`config.mk`:
```
export PLATFORM = sky130hd
export DESIGN_NAME = ft245_fifo_emu
export DESIGN_NICKNAME = d
export VERILOG_FILES = /design/src/rtl/ft245_pkg.sv /design/src/rtl/ft_sync_fifo.sv /design/src/rtl/ft245_fifo_emu.sv
export SDC_FILE = /design/constraint.sdc
export NUM_CORES = 1
export LEC_CHECK = 0
export CAP_MARGIN = 15
export CORE_UTILIZATION = 60
export DETAILED_ROUTE_END_ITERATION = 6
export GPL_ROUTABILITY_DRIVEN = 0
export PLACE_DENSITY = 0.79
export SKIP_LAST_GASP = 1
export SLEW_MARGIN = 20
export SYNTH_ARGS = -nofsm -noshare
export SYNTH_HDL_FRONTEND = slang
export SYNTH_SLANG_ARGS = --single-unit
```
`constraint.sdc`:
```
create_clock -name clk -period 5.5 [get_ports clk]
set_input_delay 0.55 -clock clk [delete_from_list [all_inputs] [get_ports clk]]
set_output_delay 0.55 -clock clk [all_outputs]
set_load 0.03 [all_outputs]
```
`src/rtl/ft245_pkg.sv`:
```
// ft245_pkg: shared types and default timing for the FT245 FIFO emulator.
package ft245_pkg;
    typedef enum logic [1:0] {R_IDLE, R_WAIT, R_DRIVE, R_PRECH} rd_state_e;
    typedef enum logic [1:0] {W_IDLE, W_HIGH, W_PRECH} wr_state_e;
    localparam int RD_LAT_DEF = 2;
    localparam int PRECH_DEF  = 3;
    typedef logic [7:0] byte_t;
endpackage

```
`src/rtl/ft_sync_fifo.sv`:
```
// ft_sync_fifo: show-ahead byte FIFO; push and pop may coincide even when full or empty.
module ft_sync_fifo
    import ft245_pkg::*;
#(
    parameter int DEPTH = 16
) (
    input  logic                   clk,
    input  logic                   rst,
    input  logic                   push,
    input  logic                   pop,
    input  byte_t                  din,
    output byte_t                  dout,
    output logic                   full,
    output logic                   empty,
    output logic [$clog2(DEPTH):0] level
);
    localparam int AW = $clog2(DEPTH);
    localparam int PW = AW + 1;
    byte_t mem_q [DEPTH];
    logic [AW:0] wp_q, rp_q;
    logic do_push, do_pop;
    assign empty   = wp_q == rp_q;
    assign full    = (wp_q[AW] != rp_q[AW]) && (wp_q[AW-1:0] == rp_q[AW-1:0]);
    assign level   = wp_q - rp_q;
    assign dout    = mem_q[rp_q[AW-1:0]];
    assign do_pop  = pop && !empty;
    // a pop frees the slot the push lands in, so full + push + pop is legal
    assign do_push = push && (!full || do_pop);
    always_ff @(posedge clk)
        if (do_push) mem_q[wp_q[AW-1:0]] <= din;
    always_ff @(posedge clk or posedge rst) begin
        if (rst) begin
            wp_q <= '0;
            rp_q <= '0;
        end else begin
            wp_q <= wp_q + PW'(do_push);
            rp_q <= rp_q + PW'(do_pop);
        end
    end
endmodule

```
`src/rtl/ft245_fifo_emu.sv`:
```
// ft245_fifo_emu: FT245-style async FIFO device model with host-side valid/ready streams.
module ft245_fifo_emu
    import ft245_pkg::*;
#(
    parameter int DEPTH  = 16,
    parameter int RD_LAT = RD_LAT_DEF,
    parameter int PRECH  = PRECH_DEF
) (
    input  logic                   clk,
    input  logic                   rst,
    output logic                   FT_RXFn,
    output logic                   FT_TXEn,
    input  logic                   FT_RDn,
    input  logic                   FT_WR,
    output logic [7:0]             FT_DATA_In,
    input  logic [7:0]             FT_DATA_Out,
    input  logic [7:0]             host_rx_data,
    input  logic                   host_rx_valid,
    output logic                   host_rx_ready,
    output logic [7:0]             host_tx_data,
    output logic                   host_tx_valid,
    input  logic                   host_tx_ready,
    output logic [$clog2(DEPTH):0] rx_level,
    output logic [$clog2(DEPTH):0] tx_level,
    output logic                   proto_err
);
    localparam int LW = $clog2(DEPTH) + 1;
    rd_state_e rd_q, rd_d;
    wr_state_e wr_q, wr_d;
    logic [7:0] rcnt_q, rcnt_d, wcnt_q, wcnt_d;
    byte_t dat_q, dat_d, wdat_q, wdat_d, rx_head;
    logic rxf_q, rxf_d, txe_q, txe_d, pop_q, pop_d, push_q, push_d;
    logic err_q, rerr, werr, up_q, rd_arm_q, wr_prev_q;
    logic rx_full, rx_empty, tx_full, tx_empty, rx_none, tx_full_n, wr_rise;

    ft_sync_fifo #(.DEPTH(DEPTH)) u_rx (
        .clk(clk), .rst(rst), .push(host_rx_valid && host_rx_ready), .pop(pop_q),
        .din(host_rx_data), .dout(rx_head), .full(rx_full), .empty(rx_empty), .level(rx_level)
    );
    ft_sync_fifo #(.DEPTH(DEPTH)) u_tx (
        .clk(clk), .rst(rst), .push(push_q), .pop(host_tx_valid && host_tx_ready),
        .din(wdat_q), .dout(host_tx_data), .full(tx_full), .empty(tx_empty), .level(tx_level)
    );

    assign FT_RXFn       = rxf_q;
    assign FT_TXEn       = txe_q;
    assign FT_DATA_In    = dat_q;
    assign proto_err     = err_q;
    assign host_rx_ready = up_q && !rx_full;
    assign host_tx_valid = !tx_empty;
    // transfers commit one cycle late, so look through a still-pending pop/push
    assign rx_none   = rx_empty || (pop_q && rx_level == LW'(1));
    assign tx_full_n = tx_full || (push_q && tx_level == LW'(DEPTH - 1));
    assign wr_rise   = FT_WR && !wr_prev_q;

    always_comb begin
        rd_d   = rd_q;
        rcnt_d = rcnt_q;
        rxf_d  = rxf_q;
        dat_d  = dat_q;
        pop_d  = 1'b0;
        rerr   = 1'b0;
        case (rd_q)
            R_IDLE: begin
                rxf_d = rx_none;
                if (rd_arm_q && !FT_RDn) begin
                    if (rx_empty) rerr = 1'b1;
                    else begin
                        rd_d   = R_WAIT;
                        rcnt_d = '0;
                        rxf_d  = 1'b0;
                    end
                end
            end
            R_WAIT: begin
                if (FT_RDn) begin
                    pop_d  = 1'b1;
                    rerr   = 1'b1;
                    rxf_d  = 1'b1;
                    rd_d   = R_PRECH;
                    rcnt_d = '0;
                end else if (rcnt_q == 8'(RD_LAT - 1)) begin
                    dat_d = rx_head;
                    rd_d  = R_DRIVE;
                end else rcnt_d = rcnt_q + 8'd1;
            end
            R_DRIVE: begin
                if (FT_RDn) begin
                    pop_d  = 1'b1;
                    rxf_d  = 1'b1;
                    rd_d   = R_PRECH;
                    rcnt_d = '0;
                end
            end
            R_PRECH: begin
                if (rcnt_q == 8'(PRECH - 1)) begin
                    rd_d  = R_IDLE;
                    rxf_d = rx_none;
                end else rcnt_d = rcnt_q + 8'd1;
            end
        endcase
    end

    always_comb begin
        wr_d   = wr_q;
        wcnt_d = wcnt_q;
        txe_d  = txe_q;
        wdat_d = wdat_q;
        push_d = 1'b0;
        werr   = wr_rise && txe_q;
        case (wr_q)
            W_IDLE: begin
                txe_d = tx_full;
                if (wr_rise && !txe_q) begin
                    wr_d  = W_HIGH;
                    txe_d = 1'b0;
                end
            end
            W_HIGH: begin
                if (!FT_WR) begin
                    push_d = 1'b1;
                    wdat_d = FT_DATA_Out;
                    txe_d  = 1'b1;
                    wr_d   = W_PRECH;
                    wcnt_d = '0;
                end
            end
            W_PRECH: begin
                if (wcnt_q == 8'(PRECH - 1)) begin
                    wr_d  = W_IDLE;
                    txe_d = tx_full_n;
                end else wcnt_d = wcnt_q + 8'd1;
            end
            default: wr_d = W_IDLE;
        endcase
    end

    // strobes held through reset stay ignored until seen inactive (rd_arm_q, wr_prev_q)
    always_ff @(posedge clk or posedge rst) begin
        if (rst) begin
            rd_q      <= R_IDLE;
            wr_q      <= W_IDLE;
            rcnt_q    <= '0;
            wcnt_q    <= '0;
            rxf_q     <= 1'b1;
            txe_q     <= 1'b1;
            dat_q     <= '0;
            wdat_q    <= '0;
            pop_q     <= 1'b0;
            push_q    <= 1'b0;
            err_q     <= 1'b0;
            up_q      <= 1'b0;
            rd_arm_q  <= 1'b0;
            wr_prev_q <= 1'b1;
        end else begin
            rd_q      <= rd_d;
            wr_q      <= wr_d;
            rcnt_q    <= rcnt_d;
            wcnt_q    <= wcnt_d;
            rxf_q     <= rxf_d;
            txe_q     <= txe_d;
            dat_q     <= dat_d;
            wdat_q    <= wdat_d;
            pop_q     <= pop_d;
            push_q    <= push_d;
            err_q     <= err_q || rerr || werr;
            up_q      <= 1'b1;
            rd_arm_q  <= rd_arm_q || FT_RDn;
            wr_prev_q <= FT_WR;
        end
    end
endmodule

```
==> impl_metrics.ini, run 1 <==
[status]
status = finished clean

[worst_setup_path]
cp_slowest_stage_delay_ps = 1040
arrival_ps = 3790
r2r_end = u_rx.mem_q[1][5]
r2r_cells = 7
end_kind = primary output
crit_path_max_fanout = 28
cp-start-kind = flop
cp_top_family = buffers and inverters
crit_path_top_delay_cell = dfrtp_1
worst-path-buf-inv = 2
critPathKind = flop to primary output
path_cells = clkinv_1 > ha_1 > nand2_1 > o21ai_0 > xor2_1 > clkdlybuf4s50_1
rrSetupSlack_ps = 1430
required_ps = 4950
startpoint = u_rx.rp_q[1]
worstReg2RegStart = u_rx.rp_q[1]

[pwr]
leakagePower_nw = 5.27
clockPowerShare_pct = 23.8
internal_power_mw = 5.67
combPwrFrac_pct = 34.7
p_sw_share_pct = 34.6
cellPowerDensity_mw_per_mm2 = 575
seqPwrFrac_pct = 41.5
power.switching_mw = 3.00
max-vdd-ir-drop_uv = 341

[sta]
setup_tns_ps = 0
setup_viol = 0
drv_slew = 0
clock_skew_ps = 10.4
report.final.hold_viol_count = 0
max_freq_ghz = 0.230
maxSlewHeadroom_pct = 29.5
rsz0062_at_grt = false
post-route-min-period_ps = 4340
worst_pin_slew_ps = 1060
finalCritPeriodShare_pct = 79.0

[layout]
final_area_mm2 = 0.0151
nets = 883
layout_commonest_cell = edfxtp_1
n_antenna_cell = 0
syn_to_final_growth_pct = 13.6
drive_gt1_share_pct = 17.6
final_cell_mix = edfxtp_1, mux4_2, dfrtp_1, clkdlybuf4s50_1

[yosys]
synth-edff-count = 256
netlist_instances = 765
synth.largest_area_cell = edfxtp_1
ys_ff_latch = 320
seq_area_frac_synth_pct = 69.9
synthTopCellsByArea = edfxtp_1, mux4_2, dfrtp_1
syn_area_mm2 = 0.0133
synth_nets = 820
yosys_warnings = 0
synth_top_cell_area_share_pct = 57.9
synth-async-reset-ratio_pct = 20.0
postSynthAreaPerCell_um2 = 17.4
ys.flop_type = edfxtp_1
ys_types = 55

[placement]
io_buffers = 52
hpwl_um = 17900
dpl_cell_area_mm2 = 0.0141

[clock_network]
cts_hold_buf = 0
h-tree-depth = 1
cts_buffer_depth = 3
path_clk_slew_ps = 60
ctsResizeCount = 0
cts_inserted_buffers = 31
cts_tree = yes
clk_latency_ps = 550
cts_root_buf = clkbuf_16
postCtsSetupBuffers = 0
clock-sinks = 320

[hold_path]
min_to = rd_arm_q
min-delay-start = rd_arm_q
hold_depth = 1
hold_path.class = flop to flop

[floorplan]
row_count = 54
die_x_um = 151
top_level_ports = 53
start_util_pct = 61.1
core-area_mm2 = 0.0218
dieHeight_um = 151
dieArea_mm2 = 0.0227

[grt]
grt_pass1_wl_um = 42400
grt_usage_pct = 25.7
grt_overflow = 0
antenna_found_initial = 0
grt_start_max_net_pins = 65
grt_pass1_vias = 7382

[route]
ant_nets = 0
drc_errors = 0
num_vias = 7026
wire_per_inst_um = 24.2
drt_pass1_iterations = 5
drt_wl_total_um = 27400
drt-initial-drc-count = 695
vias_per_cell = 6.21

[flow_run]
max-cap-violations = 0
## synth_stat cells, types with 12 or more instances
cell type	instances
edfxtp_1	256
mux4_2	72
dfrtp_1	61
nand2_1	44
nor2_1	44
ha_1	31
inv_1	25
nand3_1	25
clkbuf_1	16
o21ai_0	14
xor2_1	14
xnor2_1	13
a21oi_1	12
## registers in the layout (all words and copies together) (netlist names), 2 cells and up
name        count
u_rx.mem_q    128
u_tx.mem_q    128
FT_DATA_In      8
rcnt_q          8
wcnt_q          8
wdat_q          8
u_rx.rp_q       5
u_rx.wp_q       5
u_tx.rp_q       5
u_tx.wp_q       5
rd_q            2
wr_q            2
## kinds of logic (layout without fill, tap and decap cells)
family	Yosys count	after routing	synth area share [%]
flip-flops	320	320	69.9
other	1	1	0.0282
buffers and inverters	58	144	1.77
AO/OA/AOI/OAI	64	64	3.15
adder cells (fa/ha/maj)	33	33	3.22
multiplexers	93	93	13.9
XOR/XNOR	27	27	1.78
AND/OR/NAND/NOR	169	169	6.22
## power by group through the flow
stage | logic (mW) | clock network [mW] | registers (mW)
final | 3.01 | 2.06 | 3.60
after floorplan | 2.24 | 0 | 3.35
after global routing | 3.23 | 2.18 | 3.67
after global placement | 2.91 | 0 | 3.60
after detailed placement | 3.00 | 0 | 3.64
after CTS | 3.02 | 2.09 | 3.60
## worst reg2reg max path: stages (launching register included)
cell	delay (ps)
dfrtp_1	1040
clkinv_1	570
ha_1	450
nand4_1	130
nand2b_1	120
and3_1	290
nand3_1	270
nor3_1	810
## stage by stage
step / cells / power (mW) / worst slack, ps / utilization, % / hold WS [ps]
finish: 1131 / 8.67 / 1160 / 69.4 / 465
global route: 1131 / 9.07 / 973 / 69.4 / 480
CTS: 1131 / 8.72 / 1120 / 69.3 / 465
detailed placement: 1075 / 6.64 / 1360 / 64.7 / 451
global placement: 1075 / 6.50 / 1660 / 64.7 / 455
floorplan: 765 / 5.59 / 2290 / - / 438
## final cells by class
cell class / instances / area [µm²]
sequential: 320 / 9300
timing repair buffer: 59 / 573
multi-input combinational: 387 / 3770
clock inverter: 14 / 145
tap: 280 / 350
clock buffer: 42 / 847
fill: 1357 / 6670
inverter: 29 / 109
## how the worst max path moves through the flow
| stage | endpoint | slack [ps] | depth (start not counted) |
|---|---|---|---|
| final | rx_level[3] | 1160 | 6 |
| after CTS | rx_level[3] | 1120 | 6 |
| after global routing | rx_level[3] | 970 | 6 |
| after detailed placement | u_rx.mem_q[3][2] | 1360 | 7 |
| after global placement | u_rx.mem_q[2][7] | 1660 | 7 |
| after floorplan | u_rx.mem_q[2][0] | 2290 | 10 |
## routing by layer
layer,up-vias,GRT usage [%],share of wire (%)
met3,62,4.04,6.8
met1,3548,32.8,38
li1,3101,-,-
met5,-,0,0
met4,0,9.80,2.8
met2,315,44.4,52
(Power assumes the default switching activity.)
==> inputs of run 2 (changes only) <==
==> constraint.sdc (replaced) <==
create_clock -name clk -period 4.2 [get_ports clk]
set_input_delay 0.42 -clock clk [delete_from_list [all_inputs] [get_ports clk]]
set_output_delay 0.42 -clock clk [all_outputs]
set_load 0.03 [all_outputs]
==> impl_metrics.ini, run 2 (same netlist as run 1, synthesis figures left out) <==
[hold_path]
hold_path.class = input port to asynchronous set/reset pin

[clock_network]
cts_inserted_buffers = 30
cts_hold_buf = 0
postCtsSetupBuffers = 0
cts_root_buf = clkbuf_16
clock-sinks = 320
clk_latency_ps = 560
cts_tree = yes
cts_buffer_depth = 3
ctsResizeCount = 0
h-tree-depth = 1
path_clk_slew_ps = 60

[floorplan]
dieArea_mm2 = 0.0227
die_x_um = 151
start_util_pct = 61.1
core-area_mm2 = 0.0218
top_level_ports = 53
dieHeight_um = 151
row_count = 54

[sta]
setup_viol = 0
drv_slew = 0
worst_pin_slew_ps = 935
maxSlewHeadroom_pct = 37.2
rsz0062_at_grt = false
finalCritPeriodShare_pct = 90.6
post-route-min-period_ps = 3810
max_freq_ghz = 0.263
clock_skew_ps = 13.0
setup_tns_ps = 0
report.final.hold_viol_count = 0

[layout]
fill_cells = 1366
layout_commonest_cell = edfxtp_1
n_antenna_cell = 0
final_cell_mix = edfxtp_1, mux4_2, dfrtp_1, clkdlybuf4s50_1
syn_to_final_growth_pct = 14.5
nets = 889
drive_gt1_share_pct = 18.1

[route]
drt-initial-drc-count = 428
vias_per_cell = 6.17
drc_errors = 0
drt_pass1_iterations = 4
num_vias = 7019
ant_nets = 0
wire_per_inst_um = 23.7
drt_wl_total_um = 27000

[pwr]
max-vdd-ir-drop_uv = 490
cellPowerDensity_mw_per_mm2 = 761
power_mw = 11.6
leakagePower_nw = 5.34

[grt]
grt_pass1_wl_um = 40700
grt_pass1_vias = 7160
antenna_found_initial = 0
grt_usage_pct = 24.6
grt_overflow = 0
grt_start_max_net_pins = 36

[status]
status = finished clean

[worst_setup_path]
critPathKind = flop to primary output
cp-start-kind = flop
arrival_ps = 3390
required_ps = 3780
end_kind = primary output
crit_path_max_fanout = 18

[placement]
hpwl_um = 17300
io_buffers = 52

[flow_run]
max-cap-violations = 0
[run 2: per-stage QoR]
stage / utilization (%) / area, µm² / instances / hold WS [ps] / worst slack [ps]
finish: 69.9 / 15200 / 1138 / 273 / 393
global route: 69.9 / 15200 / 1138 / 326 / 214
CTS: 69.9 / 15200 / 1138 / 286 / 302
detailed placement: 65.0 / 14100 / 1082 / 454 / 914
global placement: 65.0 / 14100 / 1082 / 455 / 954
floorplan: - / 13300 / 765 / 424 / 993
[run 2: metal layers]
layer	wire length, µm	up-vias	global-route usage (%)
met5	0	-	0
met4	794	0	8.45
met3	1340	50	3.28
met2	14200	256	43.5
met1	10700	3599	31.5
li1	-	3114	-
[run 2: final timing paths]
kind | startpoint | end | slack (ps) | cells after the start
min in group clk | FT_WR | wr_prev_q | 400 | 1
worst min-delay path | rst | wcnt_q[3] | 270 | 2
worst max register to register | u_rx.rp_q[2] | u_rx.mem_q[7][7] | 1110 | 8
max in group asynchronous | rst | u_rx.rp_q[0] | 2940 | 3
worst min register to register | rd_arm_q | rd_arm_q | 470 | 1
worst max-delay path | u_tx.rp_q[0] | host_tx_data[0] | 390 | 4
[run 2: critical path: stages (launching register included)]
cell             delay (ps)
dfrtp_2                 700
buf_4                   450
mux4_2                  560
mux4_2                  480
clkdlybuf4s50_1         610
[run 2: cell type report]
type                    instances  area, µm²  area share (%)
clock buffers                  36        783            5.15
clock inverters                20        285            1.88
inverters                      29        109           0.716
multi-input cells             387       3760            24.7
flip-flops and latches        320       9300            61.1
well taps                     280        350            2.30
repair buffers                 66        626            4.11
[run 2: power by group]
group	total (mW)	internal, mW	leakage [nW]	switching (mW)
logic	4.16	1.87	1.73	2.30
clock network	2.90	1.76	0.520	1.14
registers	4.51	3.99	3.09	0.523
==> inputs of run 3 (changes only) <==
==> constraint.sdc (replaced) <==
create_clock -name clk -period 4.9 [get_ports clk]
set_input_delay 0.49 -clock clk [delete_from_list [all_inputs] [get_ports clk]]
set_output_delay 0.49 -clock clk [all_outputs]
set_load 0.03 [all_outputs]
==> impl_metrics.ini, run 3 (same netlist as run 1, synthesis figures left out) <==
[clock_network]
cts_buffer_depth = 3
cts_root_buf = clkbuf_16
ctsResizeCount = 0
clk_latency_ps = 550
clock-sinks = 320
h-tree-depth = 1
cts_tree = yes
cts_hold_buf = 0
postCtsSetupBuffers = 0
path_clk_slew_ps = 60
cts_inserted_buffers = 31

[layout]
drive_gt1_share_pct = 18.6
layout_commonest_cell = edfxtp_1
syn_to_final_growth_pct = 14.2
nets = 889
n_antenna_cell = 0
final_cell_mix = edfxtp_1, mux4_2, dfrtp_1, clkdlybuf4s50_1
final_area_mm2 = 0.0152

[route]
vias_per_cell = 6.25
num_vias = 7117
drt_wl_total_um = 27900
drt-initial-drc-count = 589
wire_per_inst_um = 24.5
drt_pass1_iterations = 5
ant_nets = 0
drc_errors = 0

[worst_setup_path]
r2r_end = u_rx.mem_q[9][4]
crit_path_max_fanout = 20
r2r_cells = 7
cp-start-kind = flop
arrival_ps = 3430
critPathKind = flop to primary output
end_kind = primary output
cp_slowest_stage_delay_ps = 900
worst-path-buf-inv = 2
cp_top_family = buffers and inverters
path_cells = inv_2 > ha_1 > nand2_1 > o21ai_0 > xor2_1 > clkdlybuf4s50_1
crit_path_top_delay_cell = dfrtp_1
rrSetupSlack_ps = 1420
required_ps = 4410
worstReg2RegStart = u_rx.rp_q[2]

[sta]
drv_slew = 0
rsz0062_at_grt = false
max_freq_ghz = 0.255
report.final.hold_viol_count = 0
maxSlewHeadroom_pct = 37.1
setup_tns_ps = 0
post-route-min-period_ps = 3920
clock_skew_ps = 15.2
worst_pin_slew_ps = 941
setup_viol = 0
finalCritPeriodShare_pct = 80.0

[floorplan]
dieArea_mm2 = 0.0227
top_level_ports = 53
core-area_mm2 = 0.0218
dieHeight_um = 151
start_util_pct = 61.1
row_count = 54
die_x_um = 151

[pwr]
internal_power_mw = 6.44
power_mw = 9.87
leakagePower_nw = 5.32
clockPowerShare_pct = 24.5
p_sw_share_pct = 34.8
cellPowerDensity_mw_per_mm2 = 650
combPwrFrac_pct = 36.0
power.switching_mw = 3.43
max-vdd-ir-drop_uv = 416
seqPwrFrac_pct = 39.5

[grt]
grt_usage_pct = 25.9
antenna_found_initial = 0
grt_overflow = 0
grt_start_max_net_pins = 35
grt_pass1_wl_um = 42900
grt_pass1_vias = 7353

[placement]
dpl_cell_area_mm2 = 0.0141
hpwl_um = 18200
io_buffers = 52

[hold_path]
hold_path.class = input port to asynchronous set/reset pin

[flow_run]
max-cap-violations = 0

[status]
status = finished clean
run 3: cell type report:
cell class | instances | area (µm²)
well taps | 280 | 350
repair buffers | 65 | 618
multi-input cells | 387 | 3760
inverters | 29 | 109
fillers | 1332 | 6580
flip-flops and latches | 320 | 9300
clock inverters | 18 | 209
clock buffers | 39 | 836
run 3: worst max path at each step:
stage	slack, ps	start	to	depth (start not counted)
2_1_floorplan	1690	u_rx.rp_q[1]	u_rx.mem_q[2][0]	10
3_3_place_gp	1650	u_rx.rp_q[2]	rx_level[3]	6
3_5_place_dp	1500	u_rx.rp_q[2]	u_rx.mem_q[11][1]	7
4_1_cts	990	u_rx.rp_q[2]	rx_level[3]	6
5_1_grt	840	u_rx.rp_q[2]	rx_level[3]	6
6_report	980	u_rx.rp_q[2]	rx_level[3]	6
run 3: power by group through the flow:
stage / clock [mW] / combinational [mW] / sequential (mW)
after CTS: 2.45 / 3.58 / 3.89
final: 2.42 / 3.56 / 3.90
after floorplan: 0 / 2.51 / 3.76
after global routing: 2.54 / 3.82 / 3.95
after detailed placement: 0 / 3.53 / 3.94
after global placement: 0 / 3.44 / 3.89
run 3: per-stage QoR:
stage	setup slack (ps)	util (%)	hold WS [ps]	std cells
finish	980	69.7	369	1138
global route	840	69.7	423	1138
CTS	987	69.7	379	1138
detailed placement	1500	64.9	453	1081
global placement	1650	64.9	454	1081
floorplan	1690	-	438	765
run 3: routing by layer:
metal  vias up  global-route usage (%)  part of all wire (%)
met5         -                       0                     0
met4         0                    8.50                   3.4
met3        61                    2.68                   5.3
met2       275                    46.6                    53
met1      3671                    33.1                    38
li1       3110                       -                     -
